[config.mk]
export PLATFORM = sky130hd
export DESIGN_NAME = decode_stage_ctrl
export DESIGN_NICKNAME = d
export VERILOG_FILES = /design/src/rtl/decode_stage_ctrl.sv
export SDC_FILE = /design/constraint.sdc
export NUM_CORES = 1
export LEC_CHECK = 0
export BUFFER_PORTS_ARGS = -buffer_cell sky130_fd_sc_hd__buf_2
export CELL_PAD_IN_SITES_DETAIL_PLACEMENT = 1
export CELL_PAD_IN_SITES_GLOBAL_PLACEMENT = 2
export CORE_ASPECT_RATIO = 1.4
export CORE_UTILIZATION = 28
export DETAILED_ROUTE_END_ITERATION = 6
export PLACE_DENSITY = 0.93
export SLEW_MARGIN = 20
export SYNTH_ARGS = -nofsm -noshare
export SYNTH_HDL_FRONTEND = slang
export SYNTH_SLANG_ARGS = --single-unit
[constraint.sdc]
create_clock -name clk -period 3.2 [get_ports clk]
set_input_delay 0.32 -clock clk [delete_from_list [all_inputs] [get_ports clk]]
set_output_delay 0.32 -clock clk [all_outputs]
set_load 0.01 [all_outputs]
[src/rtl/decode_stage_ctrl.sv]
`default_nettype none
// ============================================================================
// decode_stage_ctrl : MIPS decode into the ID/EX register, with RI/ERET squash
// Rev 1.0
// ============================================================================
module decode_stage_ctrl #(
  parameter int EXC_W       = 6,
  parameter int RI_CODE     = 10,
  parameter int ERET_SQUASH = 1,
  parameter int PC_W        = 32
) (
  input  logic             clk,
  input  logic             reset,
  input  logic             in_valid,
  input  logic [31:0]      in_instr,
  input  logic [PC_W-1:0]  in_pc,
  input  logic [EXC_W-1:0] in_exc,
  input  logic             in_bd,
  input  logic             stall,
  input  logic             flush,
  output logic             out_valid,
  output logic [PC_W-1:0]  out_pc,
  output logic [31:0]      out_instr,
  output logic [1:0]       out_reg_dst,
  output logic [1:0]       out_alu_src,
  output logic [2:0]       out_mem_to_reg,
  output logic             out_reg_write,
  output logic             out_mem_write,
  output logic [1:0]       out_npc_sel,
  output logic [1:0]       out_ext_op,
  output logic [3:0]       out_alu_ctr,
  output logic             out_write_cp0,
  output logic             out_eret,
  output logic [EXC_W-1:0] out_exc,
  output logic             out_bd,
  output logic             squash_pending
);
  localparam logic [0:0]       ST_RUN    = 1'b0;
  localparam logic [0:0]       ST_SQUASH = 1'b1;
  localparam logic [EXC_W-2:0] RI_TAG    = RI_CODE[EXC_W-2:0];

  typedef struct packed {
    logic [1:0] reg_dst;
    logic [1:0] alu_src;
    logic [2:0] mem_to_reg;
    logic       reg_write;
    logic       mem_write;
    logic [1:0] npc_sel;
    logic [1:0] ext_op;
    logic [3:0] alu_ctr;
    logic       write_cp0;
    logic       eret;
  } ctrl_t;

  logic [5:0] op, funct;
  logic [4:0] rs;
  ctrl_t      dec;
  logic       dec_ok;

  assign op    = in_instr[31:26];
  assign rs    = in_instr[25:21];
  assign funct = in_instr[5:0];

  always_comb begin
    dec    = '0;
    dec_ok = 1'b1;
    case (op)
      6'h00: begin
        dec.reg_dst   = 2'd1;
        dec.reg_write = 1'b1;
        case (funct)
          6'h20, 6'h21: dec.alu_ctr = 4'd1;
          6'h22, 6'h23: dec.alu_ctr = 4'd2;
          6'h00, 6'h02, 6'h03, 6'h04, 6'h06, 6'h07: begin
            dec.alu_src = 2'd2;
            dec.alu_ctr = 4'd4;
          end
          6'h24: dec.alu_ctr = 4'd5;
          6'h25: dec.alu_ctr = 4'd3;
          6'h26: dec.alu_ctr = 4'd6;
          6'h27: dec.alu_ctr = 4'd7;
          6'h2a: dec.alu_ctr = 4'd8;
          6'h2b: dec.alu_ctr = 4'd9;
          6'h08: begin
            dec.reg_dst   = 2'd0;
            dec.reg_write = 1'b0;
            dec.npc_sel   = 2'd3;
          end
          6'h09: begin
            dec.npc_sel    = 2'd3;
            dec.mem_to_reg = 3'd2;
          end
          default: dec_ok = 1'b0;
        endcase
      end
      6'h08, 6'h09, 6'h0a, 6'h0b, 6'h0c, 6'h0d, 6'h0e, 6'h0f: begin
        dec.alu_src   = 2'd1;
        dec.reg_write = 1'b1;
        case (op)
          6'h08, 6'h09: begin dec.ext_op = 2'd1; dec.alu_ctr = 4'd1; end
          6'h0a:        begin dec.ext_op = 2'd1; dec.alu_ctr = 4'd8; end
          6'h0b:        begin dec.ext_op = 2'd1; dec.alu_ctr = 4'd9; end
          6'h0c:        dec.alu_ctr = 4'd5;
          6'h0d:        dec.alu_ctr = 4'd3;
          6'h0e:        dec.alu_ctr = 4'd6;
          default:      begin dec.ext_op = 2'd2; dec.alu_ctr = 4'd4; end
        endcase
      end
      6'h23, 6'h20, 6'h21, 6'h24, 6'h25: begin
        dec.alu_src    = 2'd1;
        dec.ext_op     = 2'd1;
        dec.alu_ctr    = 4'd1;
        dec.reg_write  = 1'b1;
        dec.mem_to_reg = (op == 6'h23) ? 3'd1 : 3'd3;
      end
      6'h2b, 6'h28, 6'h29: begin
        dec.alu_src   = 2'd1;
        dec.ext_op    = 2'd1;
        dec.alu_ctr   = 4'd1;
        dec.mem_write = 1'b1;
      end
      6'h01, 6'h04, 6'h05, 6'h06, 6'h07: begin
        dec.npc_sel = 2'd1;
        dec.ext_op  = 2'd1;
        dec.alu_ctr = 4'd2;
      end
      6'h02: dec.npc_sel = 2'd2;
      6'h03: begin
        dec.npc_sel    = 2'd2;
        dec.reg_dst    = 2'd2;
        dec.mem_to_reg = 3'd2;
        dec.reg_write  = 1'b1;
      end
      6'h10: begin
        if (rs == 5'd4) begin
          dec.write_cp0 = 1'b1;
        end else if (rs == 5'd0) begin
          dec.mem_to_reg = 3'd5;
          dec.reg_write  = 1'b1;
        end else if (rs == 5'h10 && funct == 6'h18) begin
          dec.eret = 1'b1;
        end else begin
          dec_ok = 1'b0;
        end
      end
      default: dec_ok = 1'b0;
    endcase
  end

  logic [0:0]       state_d, state_q;
  logic             valid_d, valid_q, bd_d, bd_q;
  logic [PC_W-1:0]  pc_d, pc_q;
  logic [31:0]      instr_d, instr_q;
  ctrl_t            ctrl_d, ctrl_q;
  logic [EXC_W-1:0] exc_d, exc_q;
  logic             drop, accept, exc_in_v;

  always_comb begin
    drop     = (state_q == ST_SQUASH);
    accept   = in_valid && !drop;
    exc_in_v = in_exc[EXC_W-1];
    state_d  = state_q;
    valid_d  = valid_q;
    pc_d     = pc_q;
    instr_d  = instr_q;
    ctrl_d   = ctrl_q;
    exc_d    = exc_q;
    bd_d     = bd_q;
    if (flush) begin
      // The flush already kills the ERET successor, so a pending squash is moot.
      state_d = ST_RUN;
      valid_d = 1'b0;
      pc_d    = '0;
      instr_d = '0;
      ctrl_d  = '0;
      exc_d   = '0;
      bd_d    = 1'b0;
    end else if (!stall) begin
      valid_d = accept;
      pc_d    = in_pc;
      bd_d    = in_bd;
      instr_d = accept ? in_instr : '0;
      ctrl_d  = '0;
      exc_d   = '0;
      if (accept && exc_in_v) begin
        exc_d = in_exc;
        if (dec_ok) begin
          ctrl_d           = dec;
          ctrl_d.reg_write = 1'b0;
          ctrl_d.mem_write = 1'b0;
          ctrl_d.write_cp0 = 1'b0;
        end
      end else if (accept && !dec_ok) begin
        exc_d = {1'b1, RI_TAG};
      end else if (accept) begin
        ctrl_d = dec;
      end
      if (drop && in_valid) begin
        state_d = ST_RUN;
      end else if (accept && dec_ok && dec.eret && !exc_in_v && ERET_SQUASH != 0) begin
        state_d = ST_SQUASH;
      end
    end
  end

  always_ff @(posedge clk) begin
    if (reset) begin
      state_q <= ST_RUN;
      valid_q <= 1'b0;
      pc_q    <= '0;
      instr_q <= '0;
      ctrl_q  <= '0;
      exc_q   <= '0;
      bd_q    <= 1'b0;
    end else begin
      state_q <= state_d;
      valid_q <= valid_d;
      pc_q    <= pc_d;
      instr_q <= instr_d;
      ctrl_q  <= ctrl_d;
      exc_q   <= exc_d;
      bd_q    <= bd_d;
    end
  end

  assign out_valid      = valid_q;
  assign out_pc         = pc_q;
  assign out_instr      = instr_q;
  assign out_reg_dst    = ctrl_q.reg_dst;
  assign out_alu_src    = ctrl_q.alu_src;
  assign out_mem_to_reg = ctrl_q.mem_to_reg;
  assign out_reg_write  = ctrl_q.reg_write;
  assign out_mem_write  = ctrl_q.mem_write;
  assign out_npc_sel    = ctrl_q.npc_sel;
  assign out_ext_op     = ctrl_q.ext_op;
  assign out_alu_ctr    = ctrl_q.alu_ctr;
  assign out_write_cp0  = ctrl_q.write_cp0;
  assign out_eret       = ctrl_q.eret;
  assign out_exc        = exc_q;
  assign out_bd         = bd_q;
  assign squash_pending = (state_q == ST_SQUASH);

endmodule
`default_nettype wire

Yosys cells after proc, flatten, opt, wreduce, memory -nomap -nowiden
Index checks and enable logic that the tools add are counted.
W data, S select, Z words.
{"block": "op_classes", "n_addsub": 0, "multipliers": 0, "div": 0, "order_cmp": 0, "n_eq_ne": 44, "shifts": 0, "mux": 37, "bitwise": 1, "reduce_logical": 35}
{"cell": "$eq A6 B6 Y1 const B", "n": 18}
{"cell": "$mux W19", "n": 4}
{"cell": "$eq A6 B4 Y1 const B", "n": 10}
{"cell": "$eq A6 B3 Y1 const B", "n": 7}
{"cell": "$pmux W4 S9", "n": 1}
{"cell": "$mux W32", "n": 1}
{"cell": "$eq A6 B2 Y1 const B", "n": 4}
{"cell": "$pmux W4 S6", "n": 1}
{"cell": "$reduce_or A23 Y1", "n": 1}
{"cell": "$reduce_or A18 Y1", "n": 1}
{"cell": "$pmux W2 S2", "n": 4}
{"cell": "$pmux W4 S4", "n": 1}
{"cell": "$reduce_or A16 Y1", "n": 1}
{"cell": "$reduce_or A8 Y1", "n": 2}
{"cell": "$reduce_or A14 Y1", "n": 1}
{"cell": "$reduce_or A13 Y1", "n": 1}
{"cell": "$eq A6 B5 Y1 const B", "n": 2}
{"cell": "$logic_not A6 Y1", "n": 2}
{"cell": "$mux W1", "n": 12}
{"cell": "$mux W6", "n": 2}
{"cell": "$pmux W3 S4", "n": 1}
{"cell": "$reduce_or A2 Y1", "n": 6}
{"cell": "$mux W2", "n": 5}
{"cell": "$reduce_or A5 Y1", "n": 2}
{"cell": "other kinds (15)", "n": 27}
{"block": "totals", "ff_bits": 92, "latch_bits": 0, "ramBits": 0, "rom_bits": 0, "inputBits": 76, "output_inout_bits": 92, "elab_cells": 133, "memories": 0}

Logic depth before layout (Yosys ltp)
{"block": "logic_depth", "ltp_word": 11, "depth_mapped": 8, "ltp_nobuf": 6}

Worst setup path before layout
No wires, ideal clock.
{"block": "synth_timing", "path_type": "input to register", "from": "input in_instr[5]", "to": "register ctrl_q (netlist bit out_reg_dst[0])", "setup_time_ns": 0.071, "arrival_ns": 2.139, "required_ns": 3.129, "slack_ns": 0.989, "cell_stages": 8, "n_path_buf": 2, "path_cell_list": "buf_6 or4b_4 or4b_4 a21oi_2 nor3_1 or2_1 buf_6 o21ai_2"}
{"block": "synth_between", "elab_chain_cells": 10, "elab_cells_between_ends": 34, "cone_classes": "eq/ne: 18; mux: 11; reduce/logical: 5"}
{"item": "from (decl)", "line": "15", "rtl": "input logic [31:0] in_instr,"}
{"item": "$eq A6 B5 Y1", "line": "140", "rtl": "end else if (rs == 5'h10 && funct == 6'h18) begin"}
{"item": "$logic_and A1 B1 Y1", "line": "140"}
{"item": "$mux W1", "line": "140"}
{"item": "$mux W1", "line": "137", "rtl": "end else if (rs == 5'd0) begin"}
{"item": "$mux W1", "line": "135", "rtl": "if (rs == 5'd4) begin"}
{"item": "$pmux W1 S3", "line": "67", "rtl": "case (op)"}
{"item": "$logic_not A1 Y1", "line": "193", "rtl": "end else if (accept && !dec_ok) begin"}
{"item": "$logic_and A1 B1 Y1", "line": "193"}
{"item": "$mux W19", "line": "193"}
{"item": "$mux W19 *", "line": "185", "rtl": "if (accept && exc_in_v) begin"}
{"item": "to (signal assigned)", "line": "220", "rtl": "ctrl_q <= ctrl_d;"}
{"item": "to (decl)", "line": "154", "rtl": "ctrl_t ctrl_d, ctrl_q;"}
Mark *: on every way between the ends. The rest lies on a longest branch, timed or not.
A chain may end at the register's enable or synchronous reset.

Worst setup path in the final report
{"block": "layout_timing", "from": "input in_instr[29]", "to": "register ctrl_q (netlist bit out_write_cp0)"}
{"block": "layout_between", "elab_chain_cells": 7, "elab_cells_between_ends": 33, "cone_classes": "eq/ne: 24; mux: 5; reduce/logical: 4"}
{"item": "$eq A6 B6 Y1 (tied with other cells)", "line": "67"}
{"item": "$reduce_or A23 Y1 (no line)"}
{"item": "$pmux W1 S3", "line": "67"}
{"item": "$logic_not A1 Y1", "line": "193"}
{"item": "$logic_and A1 B1 Y1", "line": "193"}
{"item": "$mux W19 *", "line": "193"}
{"item": "$mux W19 *", "line": "185"}
Marks and branches as above.

==> flow_summary.ini <==
[synth]
adder_cell_area_share_of_the_yosys_netlist = 0
synthArstFlopShare = 0
syn-num-nets = 482
synth.distinct_cells = 40
synth-simple-area-share = 0.188
synthesis.instances = 406
combinational_family_with_the_most_area_after_synthesis = simple AND/OR/NAND/NOR gates
synth.area.top_cells = sky130_fd_sc_hd__dfxtp_1 51%, sky130_fd_sc_hd__mux2i_1 9.1%, sky130_fd_sc_hd__nor2_1 8.8%, sky130_fd_sc_hd__a22oi_1 6.8%, sky130_fd_sc_hd__nand2_1 3.1%
synth-xor-area-share = 0
yosys-top-cells-count = 92 x sky130_fd_sc_hd__dfxtp_1, 85 x sky130_fd_sc_hd__nor2_1, 33 x sky130_fd_sc_hd__a22oi_1, 33 x sky130_fd_sc_hd__mux2i_1, 30 x sky130_fd_sc_hd__nand2_1
yosysWarningCount = 0
synth_top_flop_cell = sky130_fd_sc_hd__dfxtp_1
synth_compound_area_frac = 0.175
synth_most_common_cell = sky130_fd_sc_hd__dfxtp_1
synth_sequential_area_ratio = 0.505
post_synth_mux_area_share = 0.0906
synth.cell_area_um2 = 3640
synth-seq-cells = 92
portion_of_synthesized_cell_area_occupied_by_the_leading_cell_type = 0.505
syn-mean-instance-area_um2 = 8.98
synth_area_leader_cell = sky130_fd_sc_hd__dfxtp_1
synth-edff-count = 0

[setup_path]
critical_path_peak_fanout = 16
ff2ff_path_depth = 6
crit_chain = buf_2, nor4_1, nand4_1, a21oi_2, nor3_1, or2_1, buf_4, o21ai_0
endpoint_required_time_on_the_critical_path_ps = 3460
slowest_stage = sky130_fd_sc_hd__nor4_1
cp_slowest_stage_delay_ps = 720
kind_of_capture_point_of_the_worst_setup_path = flop
critical-path-top-delay-family = simple AND/OR/NAND/NOR gates
critPathBufInv = 2
critical_path.startpoint_type = input port
cp.arrival_ps = 2470
critPathKind = in2reg
timing.critical_path.depth = 8

[placement]
gpl.final_weighted_congestion = 0.851
place_area_um2 = 4570
place.port_buffers = 167
detailed_place_hpwl_um = 8990

[timing]
hold_viol = 0
max_slew_margin = 0.358
maxClockFrequency_ghz = 0.452
layout_worst_path_cycle_share = 0.692
layout_min_cycle_time_ps = 2210
setup_violations = 0
max_slew.worst_pin.slew_ps = 964
whs_ps = 217
finClkSkew_ps = 3.42
rsz0062_at_grt = no
setup-tns-final_ps = 0
slew_violations = 0

[global_route]
overflow = 0
grt_pass1_vias = 3824
grt_antenna_before_repair = 0
grt_usage = 0.180
grt_max_degree = 48
first_pass_grt_wire_length_um = 18800

[route]
routed-wl-met2_um = 6540
dr.first_iter.drc_count = 145
detail_route_met3_wl_um = 607
postRouteAntennaNets = 0
via_total_after_detailed_routing = 3577
top_signal_layer_used = met4
detail_route.vias_per_cell = 5.02
avgRoutedWirePerCell_um = 16.9
route.detailed.drc = 9
met1_length_um = 4490
drt_first_pass_iters = 6
route.final.wire_length_um = 12000

[die]
design.core.area_um2 = 12500
floorplan.die_area_um2 = 13500
fp.dieW_um = 98.4
site_row_count = 48
initial_utilization = 0.292
die_h_um = 137
ios = 168

[cells_and_area]
final_nets = 633
area_growth_syn_to_layout_pct = 32.9
drive_gt1_frac = 0.359
antennaDiodeCount = 0
area_of_all_placed_cells_without_fillers_um2 = 4840

[power_and_ir_drop]
p_leak_nw = 2.28
pwr_density_cell_nw_per_um2 = 500
vdd_drop_max_mv = 0.218

[status]
status = complete, but fails checks
failed_checks = design-rule violations

[hold_path]
hold_path_depth = 3
hold_path.class = in2reg

[clock_network]
cts_tree = yes
ctsLongestPathBuffers = 2
cts_sinks = 92
clkTransAtPathRegs_ps = 70
clkLatencyLatePin_ps = 330
cts-buffers-inserted = 9
post_cts_hold_buffer_count = 0
post_cts.repair.setup_buffers = 0
ctsHtreeMaxLevel = 3
clock_root_buffer_master = sky130_fd_sc_hd__clkbuf_16
ctsResizeCount = 0

[flow_run]
drv_cap = 0
[cells in the final DEF (no fill, tap or decap), types with 3 or more instances in the layout]
cell type	netlist	final
sky130_fd_sc_hd__buf_2	0	166
sky130_fd_sc_hd__dfxtp_1	92	92
sky130_fd_sc_hd__nor2_1	85	85
sky130_fd_sc_hd__mux2i_1	33	33
sky130_fd_sc_hd__a22oi_1	33	33
sky130_fd_sc_hd__nand2_1	30	30
sky130_fd_sc_hd__a21oi_1	18	18
sky130_fd_sc_hd__o21ai_0	11	11
sky130_fd_sc_hd__o21ai_2	10	10
sky130_fd_sc_hd__clkbuf_16	0	9
sky130_fd_sc_hd__nor3_1	7	7
sky130_fd_sc_hd__nand3_1	6	6
sky130_fd_sc_hd__inv_1	5	5
sky130_fd_sc_hd__buf_4	0	5
sky130_fd_sc_hd__nor3b_1	5	4
sky130_fd_sc_hd__nand4_1	3	3
sky130_fd_sc_hd__a31oi_1	3	3
sky130_fd_sc_hd__a22o_1	3	3
sky130_fd_sc_hd__clkinv_2	0	3
[worst min-delay path, delay by kind of cell]
family,cells,cell delay [ps]
AND/OR/NAND/NOR,1,70
multiplexers,1,50
buffers and inverters,1,80
[layer usage]
layer | track usage | vias to the layer above
met2 | 0.342 | 127
li1 | - | 1717
met1 | 0.184 | 1712
met3 | 0.0398 | 21
met4 | 0.0912 | 0
met5 | 0 | -
[report_power, final]
| part | switching, W | internal [W] |
|---|---|---|
| combinational | 0.000156 | 0.000102 |
| sequential | 0.0000120 | 0.00117 |
| clock | 0.000456 | 0.000527 |
| total | 0.000624 | 0.00180 |
[through the flow]
step / worst slack [ps] / power (W) / cells / util
final: 985 / 0.00242 / 712 / 0.388
after global routing: 768 / 0.00253 / 712 / 0.388
after CTS: 1010 / 0.00246 / 712 / 0.388
after detailed placement: 678 / 0.00147 / 696 / 0.366
after global placement: 738 / 0.00146 / 696 / 0.366
after floorplan: 989 / 0.00135 / 406 / -
[kinds of logic (layout without fill, tap and decap cells)]
logic type | Yosys count | count (layout)
muxes | 33 | 33
and+or+nand+nor | 154 | 154
buffers and inverters | 36 | 192
AOI/OAI and AO/OA | 91 | 91
DFF | 92 | 92
[cell type report]
class	count	area, µm²
inverters	5	18.8
well taps	150	188
multi-input cells	278	1660
clock inverters	6	40.0
flip-flops and latches	92	1840
repair buffers	171	868
fillers	1539	7650
clock buffers	10	229
[worst paths after layout]
kind | start | end | slack (ps)
setup / recovery | in_instr[29] | out_write_cp0 | 990
hold / removal | in_pc[25] | out_pc[25] | 220
setup reg to reg | squash_pending | squash_pending | 1600
hold reg to reg | out_npc_sel[0] | out_npc_sel[0] | 460
No activity file was read; power rests on OpenSTA's default activity.
